$ cat config.mk
export PLATFORM = sky130hd
export DESIGN_NAME = harq_combine_pipe
export DESIGN_NICKNAME = d
export VERILOG_FILES = /design/src/rtl/harq_combine_pipe.sv
export SDC_FILE = /design/constraint.sdc
export NUM_CORES = 1
export LEC_CHECK = 0
export CAP_MARGIN = 20
export CORE_AREA = 2 2 108 110
export CTS_BUF_LIST = sky130_fd_sc_hd__clkbuf_16
export CTS_CLUSTER_DIAMETER = 120
export DETAILED_ROUTE_END_ITERATION = 7
export DIE_AREA = 0 0 110 112
export PLACE_DENSITY = 0.66
export SLEW_MARGIN = 20
export SYNTH_ARGS = -nofsm -noshare
export SYNTH_HDL_FRONTEND = slang
export SYNTH_SLANG_ARGS = --single-unit
$ cat constraint.sdc
create_clock -name i_harq_clk -period 5.71 [get_ports i_harq_clk]
set_input_delay 0.571 -clock i_harq_clk [delete_from_list [all_inputs] [get_ports i_harq_clk]]
set_output_delay 0.571 -clock i_harq_clk [all_outputs]
set_load 0.005 [all_outputs]
$ cat src/rtl/harq_combine_pipe.sv
// -----------------------------------------------------------------------------
// harq_combine_pipe
//
// HARQ soft-combine engine sitting between the descramble buffer and the HARQ
// write-combine stage. For each code block it delays the descramble LLRs so
// they line up with HARQ-memory read data that returns RD_LAT cycles after the
// strobe. It picks one of NUM_CH read channels and adds, bypasses or passes the
// old data through according to the mode latched at block start. It then
// saturates the result symmetrically, counts clipped samples and flags the end
// of the block.
//
// Ports
//   i_harq_clk              clock, rising edge
//   i_rst_n                 asynchronous active-low reset
//   i_cb_start              block start pulse; latches len / mode / channel
//   i_cb_len                number of samples in the block
//   i_combine_mode          00 combine, 01 bypass, 10 read-only, 11 = 00
//   i_ch_sel                read channel; out-of-range values select channel 0
//   i_descr_buf_data_strb   descramble sample strobe
//   i_descr_buf_data        descramble LLR
//   i_rcombine_data         read data, channel k at [k*LLR_W +: LLR_W]
//   o_combine_data_strb     output strobe
//   o_combine_data          combined, saturated LLR (holds between strobes)
//   o_sat_cnt               clipped samples in the current block (sticky max)
//   o_cb_done               one-cycle end-of-block pulse
//   o_busy                  block in RUN or DRAIN
//   o_drop                  strobe discarded outside RUN (one cycle later)
// -----------------------------------------------------------------------------
module harq_combine_pipe #(
  parameter int  LLR_W  = 8,
  parameter int  NUM_CH = 2,
  parameter int  RD_LAT = 1,
  parameter int  CNT_W  = 16,
  localparam int CH_W   = (NUM_CH > 1) ? $clog2(NUM_CH) : 1
) (
  input  logic                    i_harq_clk,
  input  logic                    i_rst_n,
  input  logic                    i_cb_start,
  input  logic [CNT_W-1:0]        i_cb_len,
  input  logic [1:0]              i_combine_mode,
  input  logic [CH_W-1:0]         i_ch_sel,
  input  logic                    i_descr_buf_data_strb,
  input  logic [LLR_W-1:0]        i_descr_buf_data,
  input  logic [NUM_CH*LLR_W-1:0] i_rcombine_data,
  output logic                    o_combine_data_strb,
  output logic [LLR_W-1:0]        o_combine_data,
  output logic [CNT_W-1:0]        o_sat_cnt,
  output logic                    o_cb_done,
  output logic                    o_busy,
  output logic                    o_drop
);

  typedef enum logic [1:0] {
    ST_IDLE,
    ST_RUN,
    ST_DRAIN
  } state_t;

  // DRAIN lasts RD_LAT+1 cycles; the counter runs 0..RD_LAT.
  localparam int                    DRN_W    = $clog2(RD_LAT + 1);
  localparam logic [DRN_W-1:0]      DRN_LAST = DRN_W'(RD_LAT);
  localparam logic signed [LLR_W:0] SAT_MAX  = {2'b00, {(LLR_W-1){1'b1}}};
  localparam logic signed [LLR_W:0] SAT_MIN  = -SAT_MAX;

  // ---------------------------------------------------------------------------
  // Control state
  // ---------------------------------------------------------------------------
  state_t           state_q, state_d;
  logic [CNT_W-1:0] len_q, len_d;
  logic [CNT_W-1:0] cnt_q, cnt_d;
  logic [1:0]       mode_q, mode_d;
  logic [CH_W-1:0]  ch_q, ch_d;
  logic [DRN_W-1:0] drn_q, drn_d;

  logic             accept;   // strobe enters the delay line this cycle
  logic             flush;    // kill every sample of the previous block
  logic             drop_d;
  logic             sat_clr;
  logic [CNT_W-1:0] cnt_inc;

  assign cnt_inc = cnt_q + 1'b1;

  // NOTE: every signal assigned in a combinational block gets a default at the
  // top so that no path leaves it unassigned, which would infer a latch.
  always_comb begin
    state_d = state_q;
    len_d   = len_q;
    cnt_d   = cnt_q;
    mode_d  = mode_q;
    ch_d    = ch_q;
    drn_d   = drn_q;
    accept  = 1'b0;
    flush   = 1'b0;
    drop_d  = 1'b0;
    sat_clr = 1'b0;

    if (i_cb_start) begin
      // A start in any state (re)opens a block; a same-cycle strobe is its
      // first sample. An empty block goes straight to DRAIN.
      len_d   = i_cb_len;
      mode_d  = i_combine_mode;
      ch_d    = i_ch_sel;
      drn_d   = '0;
      flush   = 1'b1;
      sat_clr = 1'b1;
      if (i_cb_len == '0) begin
        cnt_d   = '0;
        drop_d  = i_descr_buf_data_strb;
        state_d = ST_DRAIN;
      end else begin
        accept  = i_descr_buf_data_strb;
        cnt_d   = i_descr_buf_data_strb ? CNT_W'(1) : '0;
        state_d = (i_descr_buf_data_strb && i_cb_len == CNT_W'(1)) ? ST_DRAIN : ST_RUN;
      end
    end else begin
      unique case (state_q)
        ST_RUN: begin
          if (i_descr_buf_data_strb) begin
            accept = 1'b1;
            cnt_d  = cnt_inc;
            if (cnt_inc == len_q) begin
              state_d = ST_DRAIN;
              drn_d   = '0;
            end
          end
        end
        ST_DRAIN: begin
          drop_d = i_descr_buf_data_strb;
          if (drn_q == DRN_LAST) begin
            state_d = ST_IDLE;
          end else begin
            drn_d = drn_q + 1'b1;
          end
        end
        default: begin
          drop_d = i_descr_buf_data_strb;
        end
      endcase
    end
  end

  // NOTE: sequential state uses non-blocking assignments only, so every flop
  // samples the pre-edge value regardless of statement order.
  always_ff @(posedge i_harq_clk or negedge i_rst_n) begin
    if (!i_rst_n) begin
      state_q <= ST_IDLE;
      len_q   <= '0;
      cnt_q   <= '0;
      mode_q  <= '0;
      ch_q    <= '0;
      drn_q   <= '0;
    end else begin
      state_q <= state_d;
      len_q   <= len_d;
      cnt_q   <= cnt_d;
      mode_q  <= mode_d;
      ch_q    <= ch_d;
      drn_q   <= drn_d;
    end
  end

  // An abort arriving in the final DRAIN cycle suppresses the old block's done.
  assign o_cb_done = (state_q == ST_DRAIN) && (drn_q == DRN_LAST) && !i_cb_start;
  assign o_busy    = (state_q != ST_IDLE);

  // ---------------------------------------------------------------------------
  // Delay line: stage RD_LAT-1 is aligned with the read data of its sample.
  // ---------------------------------------------------------------------------
  logic [RD_LAT-1:0]            dl_strb_q;
  logic [RD_LAT-1:0][LLR_W-1:0] dl_data_q;

  // NOTE: the delay line is a short register chain, not a RAM, so it is reset
  // along with the control state and never shows stale strobes after reset.
  always_ff @(posedge i_harq_clk or negedge i_rst_n) begin
    if (!i_rst_n) begin
      dl_strb_q <= '0;
      dl_data_q <= '0;
    end else begin
      dl_strb_q[0] <= accept;
      dl_data_q[0] <= i_descr_buf_data;
      for (int i = 1; i < RD_LAT; i++) begin
        dl_strb_q[i] <= dl_strb_q[i-1] & ~flush;
        dl_data_q[i] <= dl_data_q[i-1];
      end
    end
  end

  // ---------------------------------------------------------------------------
  // Channel select, combine and symmetric saturation
  // ---------------------------------------------------------------------------
  logic [LLR_W-1:0]        rd_sel;
  logic [LLR_W-1:0]        d_last;
  logic signed [LLR_W:0]   d_ext, r_ext, sum;
  logic [LLR_W-1:0]        sat_val;
  logic                    clip;
  logic                    out_strb;

  always_comb begin
    rd_sel = i_rcombine_data[0 +: LLR_W];
    for (int k = 1; k < NUM_CH; k++) begin
      if (ch_q == CH_W'(k)) rd_sel = i_rcombine_data[k*LLR_W +: LLR_W];
    end
  end

  assign d_last   = dl_data_q[RD_LAT-1];
  assign d_ext    = {d_last[LLR_W-1], d_last};
  assign r_ext    = {rd_sel[LLR_W-1], rd_sel};
  assign out_strb = dl_strb_q[RD_LAT-1] & ~flush;

  always_comb begin
    unique case (mode_q)
      2'b01:   sum = d_ext;
      2'b10:   sum = r_ext;
      default: sum = d_ext + r_ext;
    endcase
    clip    = 1'b0;
    sat_val = sum[LLR_W-1:0];
    // The lower bound is -MAX, so the most negative code is clipped as well.
    if (sum > SAT_MAX) begin
      clip    = 1'b1;
      sat_val = SAT_MAX[LLR_W-1:0];
    end else if (sum < SAT_MIN) begin
      clip    = 1'b1;
      sat_val = SAT_MIN[LLR_W-1:0];
    end
  end

  always_ff @(posedge i_harq_clk or negedge i_rst_n) begin
    if (!i_rst_n) begin
      o_combine_data_strb <= 1'b0;
      o_combine_data      <= '0;
      o_sat_cnt           <= '0;
      o_drop              <= 1'b0;
    end else begin
      o_combine_data_strb <= out_strb;
      o_drop              <= drop_d;
      if (out_strb) o_combine_data <= sat_val;
      if (sat_clr) begin
        o_sat_cnt <= '0;
      end else if (out_strb && clip && (o_sat_cnt != '1)) begin
        o_sat_cnt <= o_sat_cnt + 1'b1;
      end
    end
  end

endmodule

* Word-level counts from Yosys, hierarchy flattened
Cells that the tools add are included.
** Storage, ports and cells
- Flip-flop bits (word level) :: 73
- Bits of input ports :: 47
- Output and inout bits :: 28
** Cells by class
- Bitwise operators :: 2
- Mux-type cells :: 33
- Add/sub/neg operators :: 4
- Equality and inequality tests :: 10
- Reductions and logical operators :: 15
- Order comparisons :: 2
** Operator list (number)
- $mux W16 :: 5
- $add A16 B1 Y16 const B :: 2
- $mux W8 :: 3
- $pmux W9 S2 :: 1
- $eq A16 B1 Y1 const B :: 1
- $eq A16 B16 Y1 :: 1
- $logic_not A16 Y1 :: 1
- $mux W1 :: 16
- $ne A16 B16 Y1 const B :: 1
- $mux W2 :: 6
- $add A8 B8 Y9 :: 1
- $gt A9 B8 Y1 const B :: 1
- $lt A9 B8 Y1 const B :: 1
- $ne A3 B3 Y1 const B :: 3
- $reduce_bool A2 Y1 :: 4
- $logic_and A1 B1 Y1 :: 5
- $eq A2 B1 Y1 const B :: 2
- $eq A2 B2 Y1 const B :: 2
- $pmux W2 S2 :: 1
- $reduce_and A4 Y1 :: 1
- $reduce_and A3 Y1 :: 1
- $reduce_bool A3 Y1 :: 1
- $pmux W1 S2 :: 1
- $reduce_and A2 Y1 :: 1
- other kinds (4) :: 4

* Longest topological paths before layout
Gate-level depths: netlist (run 1).
- Word-level depth :: 10
- Depth in mapped cells :: 13
- Gate-level depth less buffers :: 10

* Least setup slack after synthesis (run 1)
Ideal clock, no wire load.
- Kind :: input port to flip-flop
- From :: input i_rcombine_data[8]
- To :: register o_sat_cnt[5]
- Data arrival time :: 3639 ps
- Stages on the path :: 10
- Path slack :: 1946 ps
- Cells stage by stage :: mux2_1 -> ha_1 -> fa_1 -> a211oi_1 -> o211ai_1 -> and2_1 -> a2111o_1 -> o311a_4 -> or4_4 -> mux2_4
** Between the ends
- Cells in the longest elaborated chain, start to end :: 9
** RTL lines
- start: declaration :: line 44 : input logic [NUM_CH*LLR_W-1:0] i_rcombine_data,
- $mux W8 (*) :: line 201 : if (ch_q == CH_W'(k)) rd_sel = i_rcombine_data[k*LLR_W +: LLR_W];
- $add A8 B8 Y9 :: line 214 : default: sum = d_ext + r_ext;
- $pmux W9 S2 (*) :: line 211 : unique case (mode_q)
- $lt A9 B8 Y1 :: line 222 : end else if (sum < SAT_MIN) begin
- $mux W1 :: line 222
- $mux W1 (*) :: line 219 : if (sum > SAT_MAX) begin
- $logic_and A1 B1 Y1 (*) (2 in series) :: line 240 : end else if (out_strb && clip && (o_sat_cnt != '1)) begin
- $reduce_bool A2 Y1 (no source line) (*)
- end signal: assignment :: line 241 : o_sat_cnt <= o_sat_cnt + 1'b1;
- end: declaration :: line 47 : output logic [CNT_W-1:0] o_sat_cnt,
Every way passes the cells marked *; elsewhere a longest branch is shown, timed or not.
A chain may end at the register's enable or synchronous reset.

* Worst setup path after layout (run 1)
- From :: register ch_q
- To :: register o_sat_cnt[5]
** Between the ends
- Cells in the longest elaborated chain, start to end :: 9
** RTL lines
- start: declaration :: line 72 : logic [CH_W-1:0] ch_q, ch_d;
- start signal: assignment :: line 157 : ch_q <= ch_d;
- $mux W8 (*) :: line 201
- $add A8 B8 Y9 :: line 214
- $pmux W9 S2 (*) :: line 211
- $lt A9 B8 Y1 :: line 222
- $mux W1 :: line 222
- $mux W1 (*) :: line 219
- $logic_and A1 B1 Y1 (*) (2 in series) :: line 240
- $reduce_bool A2 Y1 (no source line) (*)
Marks and branches as above.

==> impl_metrics.json, run 1 <==
{
  "die_area_um2": 12300,
  "layout-drive-gt1-share": 0.0870,
  "final-setup-viol-count": 0,
  "end_kind": "flip-flop",
  "setup-tns-final_ps": 0,
  "regArea_um2": 1830,
  "power_density_nw_per_um2": 274,
  "antenna_found_initial": 0,
  "clockBufferDepth": 2,
  "syn2layout_area_growth_pct": 25.6,
  "diodes": 0,
  "fmax_mhz": 237,
  "synthesis.area_um2": 4410,
  "gp_congestion": 0.843,
  "clkLatencyLatePin_ps": 340,
  "postCtsSetupRepairBufs": 0,
  "finalCriticalPeriod_ps": 4220,
  "power_leakage_nw": 2.13,
  "slew_violations": 0,
  "io_buffers": 74,
  "ctsHtreeMaxLevel": 3,
  "grt_usage": 0.183,
  "fin_total_pwr_mw": 1.52,
  "dp_hpwl_um": 7490,
  "grt_start_max_net_pins": 74,
  "fillCellCount": 1050,
  "skew_ps": 6.14,
  "ys.flop_type": "dfrtp_1",
  "min_path_type": "primary input to async pin",
  "reg2regPathDepth": 10,
  "row_count": 39,
  "ys_ff_latch": 73,
  "drc": 0,
  "nNetsFinal": 584,
  "yosys.area.top_type_share": 0.414,
  "worst_pin_slew_ps": 936,
  "timing.rr.end": "o_sat_cnt[5]$_DFFE_PN0P_",
  "crit_start": "ch_q$_DFFE_PN0P_",
  "cts_sinks": 73,
  "synth.avg_cell_area_um2": 9.56,
  "synthesis.nets": 521,
  "worstPathCellList": "mux2_1 -> ha_1 -> fa_1 -> a211oi_1 -> o211ai_1 -> and2_1 -> a2111o_1 -> o311a_4 -> or4_4 -> mux2_4",
  "yosys_warnings": 0,
  "drtIter0Drc": 237,
  "clkSlewWorstSetupHoldPaths_ps": 60,
  "cts_resized": 0,
  "num_io_pins": 75,
  "cp_data_arrival_time_ps": 4430,
  "max-vdd-ir-drop_mv": 0.175,
  "rsz0062_at_grt": "no",
  "worst_setup_path_start_kind": "flip-flop",
  "cp-endpoint": "o_sat_cnt[5]$_DFFE_PN0P_",
  "wl_per_cell_um": 15.6,
  "yosysSeqAreaShare": 0.414,
  "wirelength_um": 10500,
  "layout.cells.non_filler": 672,
  "synth_enable_flop_cells": 0,
  "multi_input_area_um2": 2420,
  "die_y_um": 112,
  "reg2reg_setup_slack_ps": 1490,
  "status": "finished clean",
  "tritoncts": "yes",
  "drt-vias-per-instance": 5.61,
  "max_stage_delay_ps": 610,
  "grt_pass1_wl_um": 17800,
  "crit_type": "flip-flop to flip-flop",
  "first_global_vias": 3692,
  "synthArstFlopShare": 1.00,
  "place_inst": 656,
  "postCtsHoldBufs": 0,
  "root_buffer": "clkbuf_16",
  "slew_headroom": 0.376,
  "setup_ws_ps": 1490,
  "rr_startpoint": "ch_q$_DFFE_PN0P_",
  "dieWidth_um": 110,
  "core_area_um2": 11200,
  "timing.final.crit_share": 0.739,
  "grt_overflow": 0,
  "hold_viol": 0,
  "cp_slowest_cell": "dfrtp_1",
  "numCtsBuffers": 9,
  "synth_top_cell_by_area": "dfrtp_1",
  "pre_cts_ws_ps": 1220,
  "yosysUniqueCellTypes": 62,
  "first_pass_iters": 5,
  "start_util": 0.395,
  "synthTopCellsByArea": "dfrtp_1 41%, mux2_2 5.4%, xnor2_1 4.8%",
  "drv_cap": 0,
  "antenna_left": 0,
  "critPathRequiredTime_ps": 5930,
  "worstPathMaxFanout": 22,
  "synth_cells": 461,
  "vias": 3772
}
## where the power goes
part | switching [mW] | internal (mW) | total [mW]
logic | 0.172 | 0.164 | 0.336
clock network | 0.213 | 0.378 | 0.591
registers | 0.0311 | 0.557 | 0.588
## critical path: cells and delay by family, from the launching register on
family,cells,cell delay [ps]
muxes,2,700
DFF,1,610
AOI/OAI and AO/OA,4,1420
adders and majority gates,2,640
and+or+nand+nor,2,700
## cell type report
type | instances | area share
clock buffer | 9 | 0.0407
clock inverter | 7 | 0.0154
inverter | 14 | 0.00949
multi-input combinational | 350 | 0.438
sequential | 73 | 0.330
tap | 143 | 0.0323
timing repair buffer | 76 | 0.135
## registers in the layout (all words and copies together) (netlist names), 2 cells and up
name            count
o_sat_cnt          16
len_q              16
mode_q              2
state_q             2
d_last              8
cnt_q              16
o_combine_data      8
## per-stage QoR
stage	area [µm²]	util	hold slack, ps
2_1_floorplan	4410	-	275
4_1_cts	5540	0.496	486
5_1_grt	5540	0.496	506
6_report	5540	0.496	445
3_3_place_gp	5230	0.468	463
3_5_place_dp	5230	0.468	474
## cell usage in the layout (no fill, tap or decap), drive strengths merged, types with 10 or more instances in the layout
cell type and instances:
a21oi 31, clkdlybuf4s50 72, dfrtp 73, ha 12, inv 14, mux2 26
nand2 35, nand3 21, nor2 29, o21ai 28, xnor2 24, xor2 10
## cell families after synthesis
family / Yosys count / synth area share
and+or+nand+nor: 154 / 0.184
DFF: 73 / 0.414
adders and majority gates: 13 / 0.0386
buffers and inverters: 38 / 0.0360
AOI/OAI and AO/OA: 121 / 0.187
muxes: 28 / 0.0718
xor gates and xnor gates: 34 / 0.0675
## cells in the mapped netlist, drive strengths merged (6+ instances only)
cell type / n
nand3: 21
nor2b: 8
xnor2: 24
or3: 7
nor3: 7
clkbuf: 20
dfrtp: 73
o21ai: 28
o211ai: 7
inv: 14
a21oi: 31
mux2: 26
nor4: 8
or4: 8
ha: 12
nand2: 35
nand4: 6
nor2: 29
xor2: 10
o31ai: 8
## worst min-delay path by stage
stage | start | to | slack (ps) | depth (start not counted)
CTS | o_combine_data[4]$_DFFE_PN0P_ | o_combine_data[4]$_DFFE_PN0P_ | 490 | 2
detailed placement | o_combine_data[4]$_DFFE_PN0P_ | o_combine_data[4]$_DFFE_PN0P_ | 470 | 2
global placement | o_combine_data[4]$_DFFE_PN0P_ | o_combine_data[4]$_DFFE_PN0P_ | 460 | 2
finish | i_rst_n | d_last[4]$_DFF_PN0_ | 440 | 2
floorplan | i_rst_n | ch_q$_DFFE_PN0P_ | 280 | 0
global route | o_combine_data[2]$_DFFE_PN0P_ | o_combine_data[2]$_DFFE_PN0P_ | 510 | 2
## metal layers
metal,GRT usage,vias up,wire [µm]
met5,0,-,0
li1,-,1842,-
met2,0.305,85,5380
met3,0.0509,9,550
met4,0.0481,0,104
met1,0.232,1836,4410
Note: power is estimated with default switching activity, not from simulation.
==> inputs of run 2 (changes only) <==
- clock period: 5.71 -> 4.3 ns (I/O delays scaled with it)
==> impl_metrics.json, run 2 (synthesized netlist as in run 1, its figures left out) <==
{
  "first_global_vias": 3644,
  "skew_ps": 9.04,
  "first_pass_iters": 4,
  "crit_type": "flip-flop to flip-flop",
  "grt_pass1_wl_um": 17200,
  "dp_hpwl_um": 7670,
  "combPwrFrac": 0.226,
  "nNetsFinal": 588,
  "fmax_mhz": 253,
  "final_common_cell": "dfrtp_1",
  "critPathRequiredTime_ps": 4560,
  "layout_common_cells": "73 x dfrtp_1, 72 x clkdlybuf4s50_1, 35 x nand2_1, 31 x a21oi_1, 29 x nor2_1",
  "timing.hold.ws_ps": 183,
  "fillCellCount": 1053,
  "hold_viol": 0,
  "path_buf_inv": 1,
  "dieWidth_um": 110,
  "antenna_found_initial": 0,
  "p_int_mw": 1.47,
  "place_area_um2": 5260,
  "io_buffers": 74,
  "power_density_nw_per_um2": 366,
  "clockBufferDepth": 2,
  "syn2layout_area_growth_pct": 26.5,
  "start_util": 0.395,
  "final-setup-viol-count": 0,
  "min_path_type": "primary input to async pin",
  "finalCriticalPeriod_ps": 3950,
  "vias": 3804,
  "grt_usage": 0.176,
  "cp_data_arrival_time_ps": 4200,
  "layout-drive-gt1-share": 0.0957,
  "core_area_um2": 11200,
  "end_kind": "flip-flop",
  "max_stage_delay_ps": 500,
  "setup-tns-final_ps": 0,
  "cts_resized": 0,
  "numCtsBuffers": 9,
  "final_cell_area_um2": 5580,
  "fin_total_pwr_mw": 2.04,
  "drv_cap": 0,
  "slew_headroom": 0.404,
  "die_area_um2": 12300,
  "status": "finished clean",
  "drc": 0,
  "postCtsSetupRepairBufs": 0,
  "grt_start_max_net_pins": 62,
  "utilization": 0.499,
  "worst_pin_slew_ps": 872,
  "pwr-share-seq": 0.381,
  "rsz0062_at_grt": "no",
  "cp_slowest_cell": "dfrtp_1",
  "drt-vias-per-instance": 5.63,
  "max-vdd-ir-drop_mv": 0.200,
  "root_buffer": "clkbuf_16",
  "die_y_um": 112,
  "p_sw_uw": 569,
  "gp_congestion": 0.856,
  "ctsHtreeMaxLevel": 3,
  "wirelength_um": 10500,
  "grt_overflow": 0,
  "tritoncts": "yes",
  "largest_registers": "cnt_q (16), len_q (16), o_sat_cnt (16)",
  "wl_per_cell_um": 15.5,
  "num_io_pins": 75,
  "worstPathCellList": "mux2_1 -> ha_1 -> fa_1 -> a211oi_1 -> o211ai_1 -> and2_1 -> a2111o_1 -> o311a_4 -> buf_4 -> or4_1 -> a21oi_1",
  "postCtsHoldBufs": 0,
  "p_sw_frac": 0.279,
  "antenna_left": 0,
  "diodes": 0,
  "worstPathMaxFanout": 21,
  "worst_path_dominant_cell_family": "compound AO/OA/AOI/OAI gates",
  "cts_sinks": 73,
  "timing.final.crit_share": 0.918,
  "worst_setup_path_start_kind": "flip-flop",
  "row_count": 39,
  "clkSlewWorstSetupHoldPaths_ps": 60,
  "drtIter0Drc": 165,
  "clkPwrFrac": 0.393,
  "clkLatencyLatePin_ps": 340,
  "power_leakage_nw": 2.14,
  "slew_violations": 0
}
==> run 2: cell count changes in the layout (fill, tap and decap cells not counted) <==
cell and change:
clkinv_2 -2, clkinvlp_4 +2, buf_4 +4, inv_6 +1, inv_1 +1, clkinv_1 -2
==> run 2: path summary, 6_finish.rpt <==
kind / startpoint / to / slack (ps) / cells past startpoint
hold reg to reg: o_combine_data[5]$_DFFE_PN0P_ / o_combine_data[5]$_DFFE_PN0P_ / 480 / 2
setup / recovery: ch_q$_DFFE_PN0P_ / o_sat_cnt[9]$_DFFE_PN0P_ / 350 / 11
max in group asynchronous: i_rst_n / len_q[1]$_DFFE_PN0P_ / 3080 / 2
hold / removal: i_rst_n / d_last[7]$_DFF_PN0_ / 180 / 1
min in group i_harq_clk: i_cb_start / o_sat_cnt[13]$_DFFE_PN0P_ / 460 / 3
setup reg to reg: ch_q$_DFFE_PN0P_ / o_sat_cnt[9]$_DFFE_PN0P_ / 350 / 11
==> run 2: through the flow <==
step / std cells / worst slack (ps)
finish: 676 / 355
global route: 676 / 160
CTS: 676 / 369
detailed placement: 660 / 96.0
global placement: 660 / 169
floorplan: 461 / 581
==> run 2: power groups by stage <==
stage,Sequential [mW],Combinational [mW],Clock (mW)
detailed placement,0.793,0.458,0
floorplan,0.784,0.278,0
CTS,0.781,0.460,0.820
finish,0.780,0.461,0.803
global route,0.787,0.511,0.847
global placement,0.790,0.449,0
==> run 2: routing by layer <==
metal  GRT usage  routed length [µm]  share of wire
met4      0.0549                 162          0.015
met1       0.223                4550           0.43
met5           0                   0              0
met3      0.0375                 547          0.052
met2       0.296                5230           0.50
==> run 2: cell type report <==
| class | instances | area, µm² | share of cell area |
|---|---|---|---|
| Multi-Input combinational cell | 350 | 2420 | 0.434 |
| Sequential cell | 73 | 1830 | 0.328 |
| Timing Repair Buffer | 80 | 776 | 0.139 |
| Clock buffer | 9 | 225 | 0.0404 |
| Tap cell | 143 | 179 | 0.0321 |
| Clock inverter | 7 | 95.1 | 0.0170 |
| Inverter | 14 | 52.6 | 0.00942 |
